`src/rtl/cpu_pkg.sv`:
```
// Shared fetch-stage types: queue entry layout, fetch FSM states and the NOP encoding.
package cpu_pkg;

    typedef struct packed {
        logic [31:0] pc;
        logic [31:0] inst;
        logic        adef;
    } fetch_entry_t;

    typedef enum logic [1:0] {
        BOOT  = 2'd0,
        RUN   = 2'd1,
        FLUSH = 2'd2
    } fetch_state_t;

    localparam logic [31:0] INST_NOP = 32'h0000_0000;

    function automatic logic is_misaligned(input logic [31:0] addr);
        return (addr[1:0] != 2'b00);
    endfunction

endpackage

```
`src/rtl/fetch_queue.sv`:
```
// Synchronous FIFO of fetch entries with push/pop/flush and an occupancy count.
module fetch_queue
    import cpu_pkg::*;
#(
    parameter int DEPTH = 2
) (
    input  logic                   clk_i,
    input  logic                   rst_i,
    input  logic                   push_i,
    input  logic                   pop_i,
    input  logic                   flush_i,
    input  fetch_entry_t           wdata_i,
    output fetch_entry_t           head_o,
    output logic                   valid_o,
    output logic [$clog2(DEPTH):0] count_o
);
    localparam int         AW   = $clog2(DEPTH);
    localparam logic [AW:0] FULL = (AW+1)'(DEPTH);
    localparam logic [AW:0] NONE = (AW+1)'(0);

    fetch_entry_t  mem_q [DEPTH];
    logic [AW-1:0] wr_ptr_q;
    logic [AW-1:0] rd_ptr_q;
    logic [AW:0]   count_q;
    logic          do_push_s;
    logic          do_pop_s;

    assign do_push_s = push_i && (count_q != FULL);
    assign do_pop_s  = pop_i && (count_q != NONE);

    // Storage, pointers and count; flush empties the queue and wins over push/pop.
    always_ff @(posedge clk_i or posedge rst_i) begin
        if (rst_i) begin
            for (int i = 0; i < DEPTH; i++) begin
                mem_q[i] <= '0;
            end
            wr_ptr_q <= AW'(0);
            rd_ptr_q <= AW'(0);
            count_q  <= NONE;
        end else if (flush_i) begin
            wr_ptr_q <= AW'(0);
            rd_ptr_q <= AW'(0);
            count_q  <= NONE;
        end else begin
            if (do_push_s) begin
                mem_q[wr_ptr_q] <= wdata_i;
                wr_ptr_q        <= wr_ptr_q + AW'(1);
            end
            if (do_pop_s) begin
                rd_ptr_q <= rd_ptr_q + AW'(1);
            end
            case ({do_push_s, do_pop_s})
                2'b10:   count_q <= count_q + (AW+1)'(1);
                2'b01:   count_q <= count_q - (AW+1)'(1);
                default: count_q <= count_q;
            endcase
        end
    end

    assign head_o  = mem_q[rd_ptr_q];
    assign valid_o = (count_q != NONE);
    assign count_o = count_q;

endmodule

```
`src/rtl/pc_fetch.sv`:
```
// Instruction-fetch stage: PC, BOOT/RUN/FLUSH FSM, in-flight tag and credit-based issue into fetch_queue.
// Optional feature: define MISALIGN_CHECK_EN to fault on misaligned jump targets (adds port if_adef).
module pc_fetch
    import cpu_pkg::*;
#(
    parameter logic [31:0] RESET_PC    = 32'h0000_0000,
    parameter int          QUEUE_DEPTH = 2,
    parameter logic [31:0] PC_STEP     = 32'd4
) (
    input  logic        clk,
    input  logic        rst,
    input  logic        jump_en,
    input  logic [31:0] jump_target,
    output logic        imem_req,
    output logic [31:0] imem_addr,
    input  logic [31:0] imem_rdata,
    output logic        if_valid,
    output logic [31:0] if_pc,
    output logic [31:0] if_inst,
    input  logic        id_ready
`ifdef MISALIGN_CHECK_EN
    ,
    output logic        if_adef
`endif
);
    localparam int CW = $clog2(QUEUE_DEPTH) + 1;

    fetch_state_t  state_q;
    logic [31:0]   fetch_pc_q;
    logic [31:0]   req_pc_q;
    logic          inflight_q;
    logic [CW-1:0] count_s;
    logic          q_valid_s;
    logic          jump_s;
    logic          pop_s;
    logic          credit_s;
    logic          issue_s;
    logic          push_s;
    logic          fetch_ok_s;
    logic [31:0]   target_s;
    fetch_entry_t  push_entry_s;
    fetch_entry_t  head_s;

`ifdef MISALIGN_CHECK_EN
    logic halt_q;
    logic fault_pend_q;
    logic fault_push_s;
    logic target_bad_s;

    assign target_bad_s = is_misaligned(jump_target);
    assign target_s     = jump_target;
    assign fault_push_s = fault_pend_q && !jump_s;
    assign fetch_ok_s   = !halt_q;
`else
    logic unused_adef_s;

    assign unused_adef_s = head_s.adef;
    assign target_s      = jump_target & 32'hFFFF_FFFC;
    assign fetch_ok_s    = 1'b1;
`endif

    assign jump_s   = jump_en && (state_q != BOOT);
    assign pop_s    = q_valid_s && id_ready;
    // Queue slots plus the outstanding response are the credits; a same-cycle pop frees one.
    assign credit_s = ((count_s + CW'(inflight_q)) < CW'(QUEUE_DEPTH)) || pop_s;
    assign issue_s  = ((state_q == RUN) || (state_q == FLUSH)) && fetch_ok_s && credit_s && !jump_s;

    // Select what enters the queue: the memory response, or a synthetic fault entry.
    always_comb begin
        push_s            = inflight_q && !jump_s;
        push_entry_s.pc   = req_pc_q;
        push_entry_s.inst = imem_rdata;
        push_entry_s.adef = 1'b0;
`ifdef MISALIGN_CHECK_EN
        if (fault_push_s) begin
            push_s            = 1'b1;
            push_entry_s.pc   = fetch_pc_q;
            push_entry_s.inst = INST_NOP;
            push_entry_s.adef = 1'b1;
        end else begin
            push_s = inflight_q && !jump_s;
        end
`endif
    end

    // Fetch FSM with PC, request tag and in-flight tracking.
    always_ff @(posedge clk or posedge rst) begin
        if (rst) begin
            state_q      <= BOOT;
            fetch_pc_q   <= RESET_PC;
            req_pc_q     <= 32'h0000_0000;
            inflight_q   <= 1'b0;
`ifdef MISALIGN_CHECK_EN
            halt_q       <= 1'b0;
            fault_pend_q <= 1'b0;
`endif
        end else begin
            case (state_q)
                BOOT: begin
                    state_q <= RUN;
                end
                RUN, FLUSH: begin
                    if (jump_s) begin
                        state_q      <= FLUSH;
                        fetch_pc_q   <= target_s;
                        inflight_q   <= 1'b0;
`ifdef MISALIGN_CHECK_EN
                        halt_q       <= target_bad_s;
                        fault_pend_q <= target_bad_s;
`endif
                    end else begin
                        state_q    <= RUN;
                        inflight_q <= issue_s;
                        if (issue_s) begin
                            fetch_pc_q <= fetch_pc_q + PC_STEP;
                            req_pc_q   <= fetch_pc_q;
                        end
`ifdef MISALIGN_CHECK_EN
                        fault_pend_q <= 1'b0;
`endif
                    end
                end
                default: begin
                    state_q <= BOOT;
                end
            endcase
        end
    end

    fetch_queue #(
        .DEPTH(QUEUE_DEPTH)
    ) u_queue (
        .clk_i   (clk),
        .rst_i   (rst),
        .push_i  (push_s),
        .pop_i   (pop_s),
        .flush_i (jump_s),
        .wdata_i (push_entry_s),
        .head_o  (head_s),
        .valid_o (q_valid_s),
        .count_o (count_s)
    );

    assign imem_req  = issue_s;
    assign imem_addr = fetch_pc_q;
    assign if_valid  = q_valid_s;
    assign if_pc     = q_valid_s ? head_s.pc : 32'h0000_0000;
    assign if_inst   = q_valid_s ? head_s.inst : 32'h0000_0000;
`ifdef MISALIGN_CHECK_EN
    assign if_adef   = q_valid_s && head_s.adef;
`endif

endmodule

```
`config.mk`:
```
export PLATFORM = sky130hd
export DESIGN_NAME = pc_fetch
export DESIGN_NICKNAME = d
export VERILOG_FILES = /design/src/rtl/cpu_pkg.sv /design/src/rtl/fetch_queue.sv /design/src/rtl/pc_fetch.sv
export SDC_FILE = /design/constraint.sdc
export NUM_CORES = 1
export LEC_CHECK = 0
export CORE_ASPECT_RATIO = 0.9
export CORE_MARGIN = 2
export CORE_UTILIZATION = 45
export CTS_BUF_LIST = sky130_fd_sc_hd__clkbuf_8
export DETAILED_ROUTE_END_ITERATION = 8
export GPL_TIMING_DRIVEN = 0
export PLACE_DENSITY = 0.7
export SETUP_SLACK_MARGIN = 0.15
export SYNTH_ARGS = -nofsm -noshare
export SYNTH_HDL_FRONTEND = slang
export SYNTH_SLANG_ARGS = --single-unit
```
`constraint.sdc`:
```
create_clock -name clk -period 7.05 [get_ports clk]
set_input_delay 1.0575 -clock clk [delete_from_list [all_inputs] [get_ports clk]]
set_output_delay 1.0575 -clock clk [all_outputs]
set_load 0.01 [all_outputs]
```
==> reports/summary.md, run 1 <==
The flow ran to the end, and the final reports show no timing, DRC or antenna violations. Post-synthesis share of cell area spent on xor and xnor gates: 0.00292. The highest routed metal layer was met4.

In the final routed layout, each cell accounts on average for 17.7 um. The met2 layer wire length in the routed design was 10.3 mm; the number of flops mapped to enable cells by yosys was 0. The class of the worst hold path is reg2reg.

Overall power consumption after layout is estimated at 5.99 mW. After clock tree synthesis, the flow added hold-fix buffers numbering 0. A synthesized cell averages 11.0 um2. Final number of setup-violating endpoints: 0. Across the routed clock network, the largest skew measured is 0.0202 ns.

The number of gates given a new drive strength after cts was 0. The simple-gate share of the synthesized area was 0.140; the sum of negative setup slack was 0 ns. For the relative slew slack, the log shows 0.380.

The share of cell area taken by muxes after synthesis is 0.227. The first global-routing pass estimated 36.3 mm of wire. The utilization after layout was 0.575; the number of standard cells in the layout, taps in and fillers out was 1266. The clock passes through at most 2 buffers. The tools report the number of rows in the core area as 49.

The number of placed instances, taps included was 1234; the timing-limited maximum frequency was 0.214 GHz. The starting DRC count in detailed routing came out at 464. The overall track demand over capacity in global routing was 0.215; the data arrival time of the critical path was 3.62 ns. The detailed-route via count was 6871; the flip-flop and latch count after synthesis was 191. The ratio of cells with drive above 1 in the final layout came out at 0.184.

The most used flip-flop cell after synthesis is sky130_fd_sc_hd__dfrtp_1. By area, the combinational part of the netlist is dominated by multiplexers. Synthesis produced 816 cells.

STA classifies the critical path startpoint as an input pin. The worst setup path is of the in2out kind. The total clock sinks came out at 191.

The later pin in the worst-skew pair is clocked with a latency of 0.47 ns. The count of buffers inserted at the top-level ports is 159, and the HPWL after detailed placement is 15.6 mm. Synthesized cell area: 9000 um2.

The initial antenna violation count is 0, and the average vias per placed instance is 5.43. The proportion of synthesized flip-flops having asynchronous set or reset works out to 1.00. The post-route DRC violation count came out at 0. In this run the worst path has a maximum fanout of 10. Summed over all nets, wire length on met3 after detailed routing comes to 1.18 mm. For this design the static power due to leakage is 4.92 nW.

For the finished layout, the period the worst path requires is 4.68 ns. Entering global routing, the biggest net connects 107 pins. The measured slew at the worst slew-check pin came out at 0.927 ns.

The worst-case IR drop observed on VDD is 0.237 mV. After detailed routing, the wire length on met1 is 10.6 mm. The logs give 0.531 for the portion of the post-synthesis area used by sequential elements and 0 for the global-route congestion overflow total. The tools report the diode insertion count for antenna repair as 0. The depth of the CTS H-tree is 4, and the post-detailed-routing wire length is 22.4 mm. The first detailed-routing pass ran for 5 iterations.

Setup slack on the critical path of the routed design comes to 2.37 ns. The number of different library cells used by synthesis comes to 59. The floorplan step defined a die boundary enclosing 21200 um2. Across the run, the number of max-cap violations was 0. Hold is met by 0.510 ns.

The fraction of the mapped netlist area in adder cells was 0.00417. Most common cell after layout, fill and taps aside: sky130_fd_sc_hd__dfrtp_1. The number of buffers created by CTS came out at 17. The run gives 0 as the count of synthesis-stage warnings from yosys. After detailed placement, the total cell area comes to 11000 um2.

Summing all non-filler instances in the final layout gives an area of 11400 um2. The share of the synthesized area in compound gates (AO/OA/AOI/OAI) is 0.0606, and the number of primary I/O pins is 166. After clock tree synthesis, the clock-pin slew on the worst setup and hold paths is 0.09 ns. Post-CTS timing repair inserted 0 buffers for setup.

The type of destination of the critical path is an output port. The vertical die dimension came out at 138 um. The layout net count was 1069.

Remaining number of nets flagged by the antenna check after routing: 0. Count of final hold-check violations: 0. The top cell types in the final layout, fill and taps aside, are 191 x sky130_fd_sc_hd__dfrtp_1, 159 x sky130_fd_sc_hd__clkdlybuf4s50_1, 124 x sky130_fd_sc_hd__mux2_2.

The area of the placeable core is 19800 um2, and the growth of design area from synthesis to finish is 26.4%. The setup slack after placement was 2.39 ns; the fraction of the cycle the final worst path needs was 0.664. Initial cell density of the core: 0.455. Setup repair after global routing left no endpoint under its margin.

The tools report the number of global-route vias before repair as 6719. The tools report the count of final max-slew check failures as 0. At the end of routability-driven placement, the weighted congestion stood at 0.902. The areal power density over the cells was 527 nW/um2.

The tree is rooted in a sky130_fd_sc_hd__clkbuf_8. TritonCTS built the clock tree. At the worst endpoint, the required time is 5.99 ns.

The die is 153 um wide.
cell families (layout without fill, tap and decap cells):
family,count (synthesis),after routing
other cells,1,4
mux,189,189
compound gates,79,79
xor+xnor,3,3
flops,191,191
buf+inv,71,263
fa+ha+maj,3,3
simple gates,279,279
registers in the layout, indices dropped and copies added, names as in the netlist:
name,flops
u_queue.rd_ptr_q,1
u_queue.mem_q,124
u_queue.wr_ptr_q,1
u_queue.count_o,2
state_q,2
req_pc_q,30
imem_addr,30
inflight_q,1
worst max-delay path, cell delays in order:
cell and delay [ns]:
sky130_fd_sc_hd__clkdlybuf4s50_1 0.59, sky130_fd_sc_hd__and4bb_1 0.30, sky130_fd_sc_hd__a211oi_4 0.39, sky130_fd_sc_hd__nand2_1 0.15, sky130_fd_sc_hd__inv_2 0.08, sky130_fd_sc_hd__buf_2 0.24
sky130_fd_sc_hd__buf_2 0.25, sky130_fd_sc_hd__clkdlybuf4s50_1 0.56
where the power goes:
part           total [mW]  switching (mW)  internal [mW]  leakage [nW]
registers            2.06           0.405           1.65          2.29
logic                3.16            1.60           1.56          2.42
clock network       0.774           0.439          0.335         0.214
total                5.99            2.44           3.55          4.92
worst paths after layout:
path	start	end	slack [ns]	depth (start not counted)
max reg2reg	state_q[0]	imem_addr[21]	4.28	9
max in group asynchronous	rst	req_pc_q[10]	5.06	3
min in group asynchronous	rst	u_queue.mem_q[20]	1.05	2
min reg2reg	req_pc_q[6]	req_pc_q[6]	0.51	2
max	id_ready	imem_req	2.37	8
min	req_pc_q[6]	req_pc_q[6]	0.51	2
Yosys cell counts, drive strengths merged, types with 2 or more instances:
cell type / n / area [um2]
clkbuf: 33 / 125
a211oi: 4 / 42.5
o211ai: 4 / 30.0
nor2b: 2 / 12.5
a22oi: 3 / 22.5
nand2b: 4 / 25.0
a21o: 4 / 30.0
mux2: 124 / 1400
nand2: 111 / 417
xor2: 3 / 26.3
ha: 3 / 37.5
a21oi: 12 / 63.8
nor4: 2 / 12.5
o22ai: 4 / 25.0
inv: 13 / 48.8
nor3b: 2 / 15.0
mux2i: 65 / 651
and4: 5 / 43.8
buf: 24 / 126
and3: 11 / 68.8
and2: 3 / 18.8
nand4: 9 / 62.6
o21a: 2 / 15.0
a221o: 4 / 40.0
nor2: 83 / 312
dfrtp: 191 / 4780
a31oi: 10 / 62.6
or4: 6 / 45.0
nand3: 21 / 105
o311ai: 3 / 26.3
o21ai: 18 / 90.1
nor3: 16 / 85.1
cell type report:
class / instances / area, um2
inverter: 14 / 60.1
clock buffer: 17 / 234
clock inverter: 15 / 189
fill: 1707 / 8420
buffer: 57 / 251
multi-input combinational: 557 / 3930
sequential: 191 / 4780
tap: 255 / 319
timing repair buffer: 160 / 1620
layer usage:
layer  track usage  vias up
met5             0        -
met4        0.0482        0
met3        0.0455       24
met2         0.324      214
met1         0.321     3416
li1              -     3217
Power figures use the tool's default switching activity.
==> run 2, diff against run 1 <==
Settings changed: PLACE_DENSITY 0.7 to 0.73.
Clock period 7.05 ns to 4.1 ns, I/O delays scaled along.
==> run 2 against run 1 <==
  * First-iteration DRC count down 15%
  * Critical path type is now reg2out
  * Combinational power up 73%
  * Via count is 0.20% lower
  * Die area unchanged
  * Sequential cell count did not move
  * Largest power group unchanged
  * Critical path depth rose by 2
  * Total power increased by 71%
==> reports/summary.md, run 2 (same netlist as run 1, synthesis figures left out) <==
The run finished with clean final reports. The worst setup slack after layout is 0.317 ns (-2.05 ns). The detailed-route via count is 6857 (-0.20%), and the highest ir drop seen on vdd is 0.556 mV (+130%). The first-pass detailed-route iteration total was 5 (unchanged). The average vias per placed instance is 5.40 (-0.52%).

The post-detailed-placement cell area came out at 11000 um2 (+0.70%). The run gives 0.264 GHz as the timing-limited maximum frequency. Setup repair after global routing left no endpoint under its margin. Wire length of the first global-routing pass: 36.4 mm (+0.38%). Depth of the CTS H-tree: 4 (unchanged). In the layout the commonest cells are 191 x sky130_fd_sc_hd__dfrtp_1, 159 x sky130_fd_sc_hd__clkdlybuf4s50_1, 124 x sky130_fd_sc_hd__mux2_2.

The run gives 0 (unchanged) as the quantity of hold-fixing buffers added after cts. The horizontal die dimension is 153 um (unchanged), and the final clock skew is 0.0208 ns (+0.000549 ns). The worst setup path endpoint was imem_req. The data arrival time of the critical path was 3.17 ns (-0.45 ns). The number of placed instances, taps included came out at 1238 (+0.32%).

The endpoint identified for the worst register-to-register timing path is imem_addr[21]. The worst hold slack after final layout came out at 0.506 ns (-0.00463 ns). The tools report the cell chosen for the clock root as sky130_fd_sc_hd__clkbuf_8. The overall track demand over capacity in global routing came out at 0.215 (+0.000611). The number of buffers created by CTS was 17 (unchanged).

The area of the placeable core was 19800 um2 (unchanged); the top fanout value on the critical path was 10 (unchanged). The number of max-capacitance violations reported was 0 (unchanged); the relative slew slack was 0.407 (+0.0270). The tools report the startpoint kind of the worst setup timing path as a flop. The per-cell routed wire length was 17.5 um (-1.4%).

The tools report the HPWL after detailed placement as 15.8 mm (+1.1%). The pin count of the biggest net entering global routing came out at 41 (-62%). The initial cell density of the core was 0.455 (unchanged); the static leakage was 4.94 nW (+0.28%). The count of final hold-check violations was 0 (unchanged). The clock latency on the worst-skew pair is 0.48 ns (about the same), and the starting DRC count in detailed routing is 396 (-15%).

The clock-pin transition on the worst setup and hold timing paths is 0.11 ns (+0.02 ns), and the setup slack after placement is 0.301 ns (-2.09 ns). The worst register-to-register path begins at state_q[0]. Areal power density over the cells: 894 nW/um2 (+70%).

The run gives 0.896 (-0.70%) as the final weighted congestion of routability-driven global placement. The critical path starts at state_q[0]. The count of final max-slew check failures came out at 0 (unchanged). The measured slew at the worst slew-check pin works out to 0.886 ns (-0.0404 ns). The tightest min-delay check is of the reg2reg type. The number of flip-flops in the largest register was 124 (unchanged).

Layout net count: 1074 (+0.47%). From synthesis to final layout, the design area changed by 27.0%. The number of cells traversed by the worst register-to-register path was 9 (unchanged); the fraction of the cycle the final worst path needs was 0.923. The remaining number of nets flagged by the antenna check after routing is 0 (unchanged).

The number of global-route vias before repair was 6805 (+1.3%). Register ranked first by flip-flop count: u_queue.mem_q. The vertical die dimension is 138 um (unchanged).

Leaving out fill and tap cells, the most frequent cell in the layout is sky130_fd_sc_hd__dfrtp_1. The count of buffers inserted at the top-level ports is 159 (unchanged). The run gives 1.34 ns (-2.94 ns) as the worst reg-to-reg setup slack. The maximum buffer depth of the clock tree was 2 (unchanged). The tools report the area of all placed cells without fillers as 11400 um2 (+0.46%).

The number of standard cells in the layout, taps in and fillers out was 1270 (+0.32%); the number of rows in the core area was 49 (unchanged). TritonCTS built the clock tree. The minimum clock period after layout is 3.78 ns, and the post-detailed-routing wire length is 22.2 mm (-1.0%). The final-layout fill cell count is 1730 (+1.3%), and the diode insertion count for antenna repair is 0 (unchanged). The final number of setup-violating endpoints was 0 (unchanged).

The global-route congestion overflow total is 0 (unchanged). The full die area came out at 21200 um2 (unchanged). The type of the setup path with the least slack was reg2out.

The worst setup path is captured at an output port. The tools report the total clock sinks as 191 (unchanged). The ratio of cells with drive above 1 in the final layout came out at 0.188 (+0.00420). The number of primary I/O pins was 166 (unchanged). The logs give 0 (unchanged) for the post-route DRC violation count and 3.48 ns (-2.51 ns) for the data required time at the worst endpoint.

The initial antenna violation count came out at 0 (unchanged).
==> run 2: through the flow <==
stage	setup TNS [ns]	total power, mW	utilization
after CTS	0	10.3	0.577
after global routing	0	11.0	0.577
after floorplan	0	6.84	-
after detailed placement	0	9.01	0.557
final	0	10.2	0.577
after global placement	-100.65	8.87	0.552
==> run 2: worst min-delay path by stage <==
stage | from | endpoint | slack (ns) | cells after the start
6_report | req_pc_q[31] | req_pc_q[31] | 0.51 | 2
4_1_cts | req_pc_q[9] | req_pc_q[9] | 0.51 | 2
3_3_place_gp | req_pc_q[15] | req_pc_q[15] | 0.48 | 2
5_1_grt | u_queue.mem_q[47] | u_queue.mem_q[47] | 0.52 | 1
3_5_place_dp | req_pc_q[15] | req_pc_q[15] | 0.49 | 2
2_1_floorplan | req_pc_q[24] | req_pc_q[24] | 0.46 | 2
==> run 2: critical path, stage by stage (launching register included) <==
cell	delay, ns
sky130_fd_sc_hd__dfrtp_1	0.37
sky130_fd_sc_hd__inv_1	0.05
sky130_fd_sc_hd__ha_1	0.27
sky130_fd_sc_hd__buf_2	0.23
sky130_fd_sc_hd__clkinvlp_4	0.23
sky130_fd_sc_hd__a211oi_4	0.29
sky130_fd_sc_hd__nand2_1	0.11
sky130_fd_sc_hd__inv_2	0.08
sky130_fd_sc_hd__buf_2	0.23
sky130_fd_sc_hd__buf_2	0.26
sky130_fd_sc_hd__clkdlybuf4s50_1	0.57
==> run 2: where the power goes <==
part           leakage [nW]  switching, mW  internal (mW)  total, mW
clock                 0.192          0.731          0.500       1.23
combinational          2.45           2.75           2.71       5.46
sequential             2.29          0.687           2.85       3.53
==> run 2: layer usage <==
layer,vias up,part of all wire,GRT usage
met4,0,0.020,0.0648
met1,3351,0.47,0.316
met2,240,0.44,0.318
met5,-,0,0
met3,47,0.060,0.0533
li1,3219,-,-
==> run 2: final cells by class <==
| type | instances | area [um2] | share of cell area |
|---|---|---|---|
| Buffer | 57 | 251 | 0.0220 |
| Clock buffer | 17 | 234 | 0.0205 |
| Clock inverter | 14 | 154 | 0.0135 |
| Inverter | 14 | 60.1 | 0.00525 |
| Multi-Input combinational cell | 557 | 3930 | 0.344 |
| Sequential cell | 191 | 4780 | 0.418 |
| Tap cell | 255 | 319 | 0.0279 |
| Timing Repair Buffer | 165 | 1710 | 0.149 |
==> run 2: repair_timing <==
action                                 4_1_cts  5_1_grt
buffers inserted                             1        0
gates resized for setup                      0        1
pin swaps                                    1        0
endpoints found under the hold margin        0        0
setup endpoints to repair                    1        1
==> run 3, diff against run 2 <==
Settings changed: SETUP_SLACK_MARGIN 0.15 to 0.2, TNS_END_PERCENT set to 5.
==> run 3 against run 2 <==
  * Clock skew fell by 0.0029 ns
  * Combinational power barely moved
  * Setup slack improved by 0.033 ns
  * Sequential power barely moved
  * Largest cell class unchanged
  * Sequential share of layout area barely moved
  * Worst hold slack barely moved
  * Non-clock buffer count unchanged
  * Global-route usage unchanged
  * Critical path type unchanged
  * First-iteration DRC count is 0.51% higher
  * Die area did not move
==> reports/summary.md, run 3 (same netlist as run 1, synthesis figures left out) <==
The vertical die dimension was 138 um (unchanged); the growth of design area from synthesis to finish was 27.0% (about the same). The per-cell routed wire length is 17.4 um (-0.17%), and the post-detailed-routing wire length is 22.1 mm (-0.17%). The starting DRC count in detailed routing came out at 398 (+0.51%). In this run the worst hold path is classified as reg2reg. TritonCTS built the clock tree. The flow ran to the end, and the final reports show no timing, DRC or antenna violations.

The critical path in this run is classified as reg2out. The measured slew at the worst slew-check pin works out to 0.884 ns (-0.00202 ns). The post-detailed-placement cell area came out at 11000 um2 (unchanged). Clock latency on the worst-skew pair: 0.48 ns (about the same). The minimum clock period after layout came out at 3.75 ns (-0.0332 ns).

Data arrival time of the critical path: 3.13 ns (-0.04 ns). The cell class contributing the biggest share of worst-path delay was buffers and inverters. The clock-pin transition on the worst setup and hold timing paths is 0.11 ns (about the same), and the HPWL after detailed placement is 15.8 mm (unchanged). The count of final max-slew check failures was 0 (unchanged); the number of cells traversed by the worst register-to-register path was 9 (unchanged). The library cell used most frequently in the layout, excluding fill and tap cells, is sky130_fd_sc_hd__dfrtp_1. The tools report the layout net count as 1074 (unchanged). The number of flip-flops in the largest register came out at 124 (unchanged).

The area of all placed cells without fillers is 11400 um2 (about the same). The run gives 4.94 nW (about the same) as the static leakage. The initial antenna violation count came out at 0 (unchanged).

For the post-route DRC violation count, the log shows 0 (unchanged). The tools report the type of destination of the critical path as an output port. The worst reg-to-reg setup slack is 1.37 ns (+0.03 ns), and the number of standard cells in the layout, taps in and fillers out is 1270 (unchanged). The final weighted congestion of routability-driven global placement is 0.896 (unchanged), and the pin count of the biggest net entering global routing is 41 (unchanged). The run gives 6805 (unchanged) as the number of global-route vias before repair. The ratio of cells with drive above 1 in the final layout is 0.188 (unchanged). The final-layout fill cell count was 1729 (-0.058%). The logs give 6811 (-0.67%) for the detailed-route via count and 0.556 mV (about the same) for the highest ir drop seen on vdd. The run gives 17 (unchanged) as the number of buffers created by CTS.

Maximum buffer depth of the clock tree: 2 (unchanged). Setup repair after global routing left no endpoint under its margin. The signal on the critical path passes through inv_1, ha_1, buf_2, clkinvlp_4, a211oi_4, nand2_1, inv_2, buf_2, clkbuf_4, clkdlybuf4s50_1.

The depth of the CTS H-tree was 4 (unchanged). The run gives 0.506 ns (+0.000429 ns) as the worst hold slack after final layout. Leaving out fill and tap cells, the most frequent cells in the layout are 191 x sky130_fd_sc_hd__dfrtp_1, 159 x sky130_fd_sc_hd__clkdlybuf4s50_1, 124 x sky130_fd_sc_hd__mux2_2.

First-pass detailed-route iteration total: 6 (+1). The tools report the count of final hold-check violations as 0 (unchanged). The logs give 0.408 (+0.00135) for the relative slew slack and 19800 um2 (unchanged) for the area of the placeable core.

The logs give 49 (unchanged) for the number of rows in the core area and 0.0179 ns (-0.00288 ns) for the final clock skew. For the number of primary I/O pins, the log shows 166 (unchanged). The critical path buffer and inverter count works out to 7 (unchanged). Ranked by flip-flop count, first place goes to u_queue.mem_q. The worst hold path cell count was 2 (unchanged); the remaining number of nets flagged by the antenna check after routing was 0 (unchanged).

For the wire length of the first global-routing pass, the log shows 36.4 mm (unchanged). The diode insertion count for antenna repair came out at 0 (unchanged). The areal power density over the cells is 894 nW/um2 (about the same), and the overall track demand over capacity in global routing is 0.215 (unchanged). The top fanout value on the critical path was 10 (unchanged); the total power of the final layout was 10.2 mW (about the same).

The cell type of the slowest stage on the worst timing path is sky130_fd_sc_hd__clkdlybuf4s50_1. Average vias per placed instance: 5.36 (-0.67%). The final number of setup-violating endpoints was 0 (unchanged); the horizontal die dimension was 153 um (unchanged). The area of combinational cells with multiple inputs came out at 3930 um2 (unchanged). Fraction of the cycle the final worst path needs: 0.915 (-0.00811). The total clock sinks came out at 191 (unchanged).

The most prevalent standard cell on the critical path was sky130_fd_sc_hd__buf_2. The run gives 21200 um2 (unchanged) as the full die area. In this run the clock root is driven by a sky130_fd_sc_hd__clkbuf_8. For the number of max-capacitance violations reported, the log shows 0 (unchanged).

For the sum of negative setup slack, the log shows 0 ns (unchanged). The initial cell density of the core was 0.455 (unchanged); the count of buffers inserted at the top-level ports was 159 (unchanged). The cell count along the critical path is 10 (unchanged). Startpoint kind of the worst setup timing path: a flop. The run gives 4780 um2 (unchanged) as the register area. The global-route congestion overflow total was 0 (unchanged).

The data required time at the worst endpoint came out at 3.48 ns (about the same). For the timing-limited maximum frequency, the log shows 0.267 GHz (+0.89%). Highest cell delay on the worst timing path: 0.55 ns (-0.02 ns). The run gives 1238 (unchanged) as the number of placed instances, taps included.
==> run 3: changes by cell type in the layout (fill, tap and decap cells not counted) <==
cell	change
sky130_fd_sc_hd__clkbuf_4	+1
sky130_fd_sc_hd__buf_2	-1
==> run 3: what timing repair did <==
item                       4_1_cts  5_1_grt
hold buffers                     0        0
setup endpoints to repair        1        1
buffers inserted                 1        0
pin swaps                        1        0
resized for setup                0        2
==> run 3: path summary, 6_finish.rpt <==
kind,from,endpoint
max in group asynchronous,rst,u_queue.mem_q[43]
worst min register to register,req_pc_q[31],req_pc_q[31]
min in group asynchronous,rst,u_queue.mem_q[52]
worst min-delay path,req_pc_q[31],req_pc_q[31]
worst max register to register,state_q[0],imem_addr[21]
worst max-delay path,state_q[0],imem_req
==> run 3: metal layers <==
metal | vias to the layer above | global-route usage | part of all wire | wire length (um)
met5 | - | 0 | 0 | 0
met4 | 0 | 0.0648 | 0.019 | 417
met3 | 37 | 0.0533 | 0.063 | 1410
met2 | 248 | 0.318 | 0.45 | 9850
met1 | 3308 | 0.316 | 0.47 | 10500
li1 | 3218 | - | - | -
==> run 3: worst reg2reg max path, delay by kind of cell, from the launching register on <==
kind,cells,cell delay (ns)
compound gates,1,0.11
fa+ha+maj,1,0.27
buf+inv,5,1.56
flops,1,0.36
simple gates,2,0.33
==> run 3: through the flow <==
stage,setup WS [ns],utilization
6_report,0.350,0.578
5_1_grt,0.204,0.578
4_1_cts,0.256,0.577
3_5_place_dp,0.301,0.557
3_3_place_gp,-0.545,0.552
2_1_floorplan,1.02,-
==> run 3: layout make-up <==
| type | count | area share |
|---|---|---|
| Multi-Input combinational cell | 557 | 0.344 |
| Inverter | 14 | 0.00525 |
| Sequential cell | 191 | 0.418 |
| Clock inverter | 14 | 0.0135 |
| Buffer | 57 | 0.0222 |
| Tap cell | 255 | 0.0279 |
| Clock buffer | 17 | 0.0205 |
| Timing Repair Buffer | 165 | 0.149 |
==> run 3: power breakdown <==
group	switching, mW	total [mW]	internal (mW)
clock network	0.731	1.23	0.500
logic	2.74	5.46	2.72
registers	0.685	3.53	2.85
total	4.16	10.2	6.07
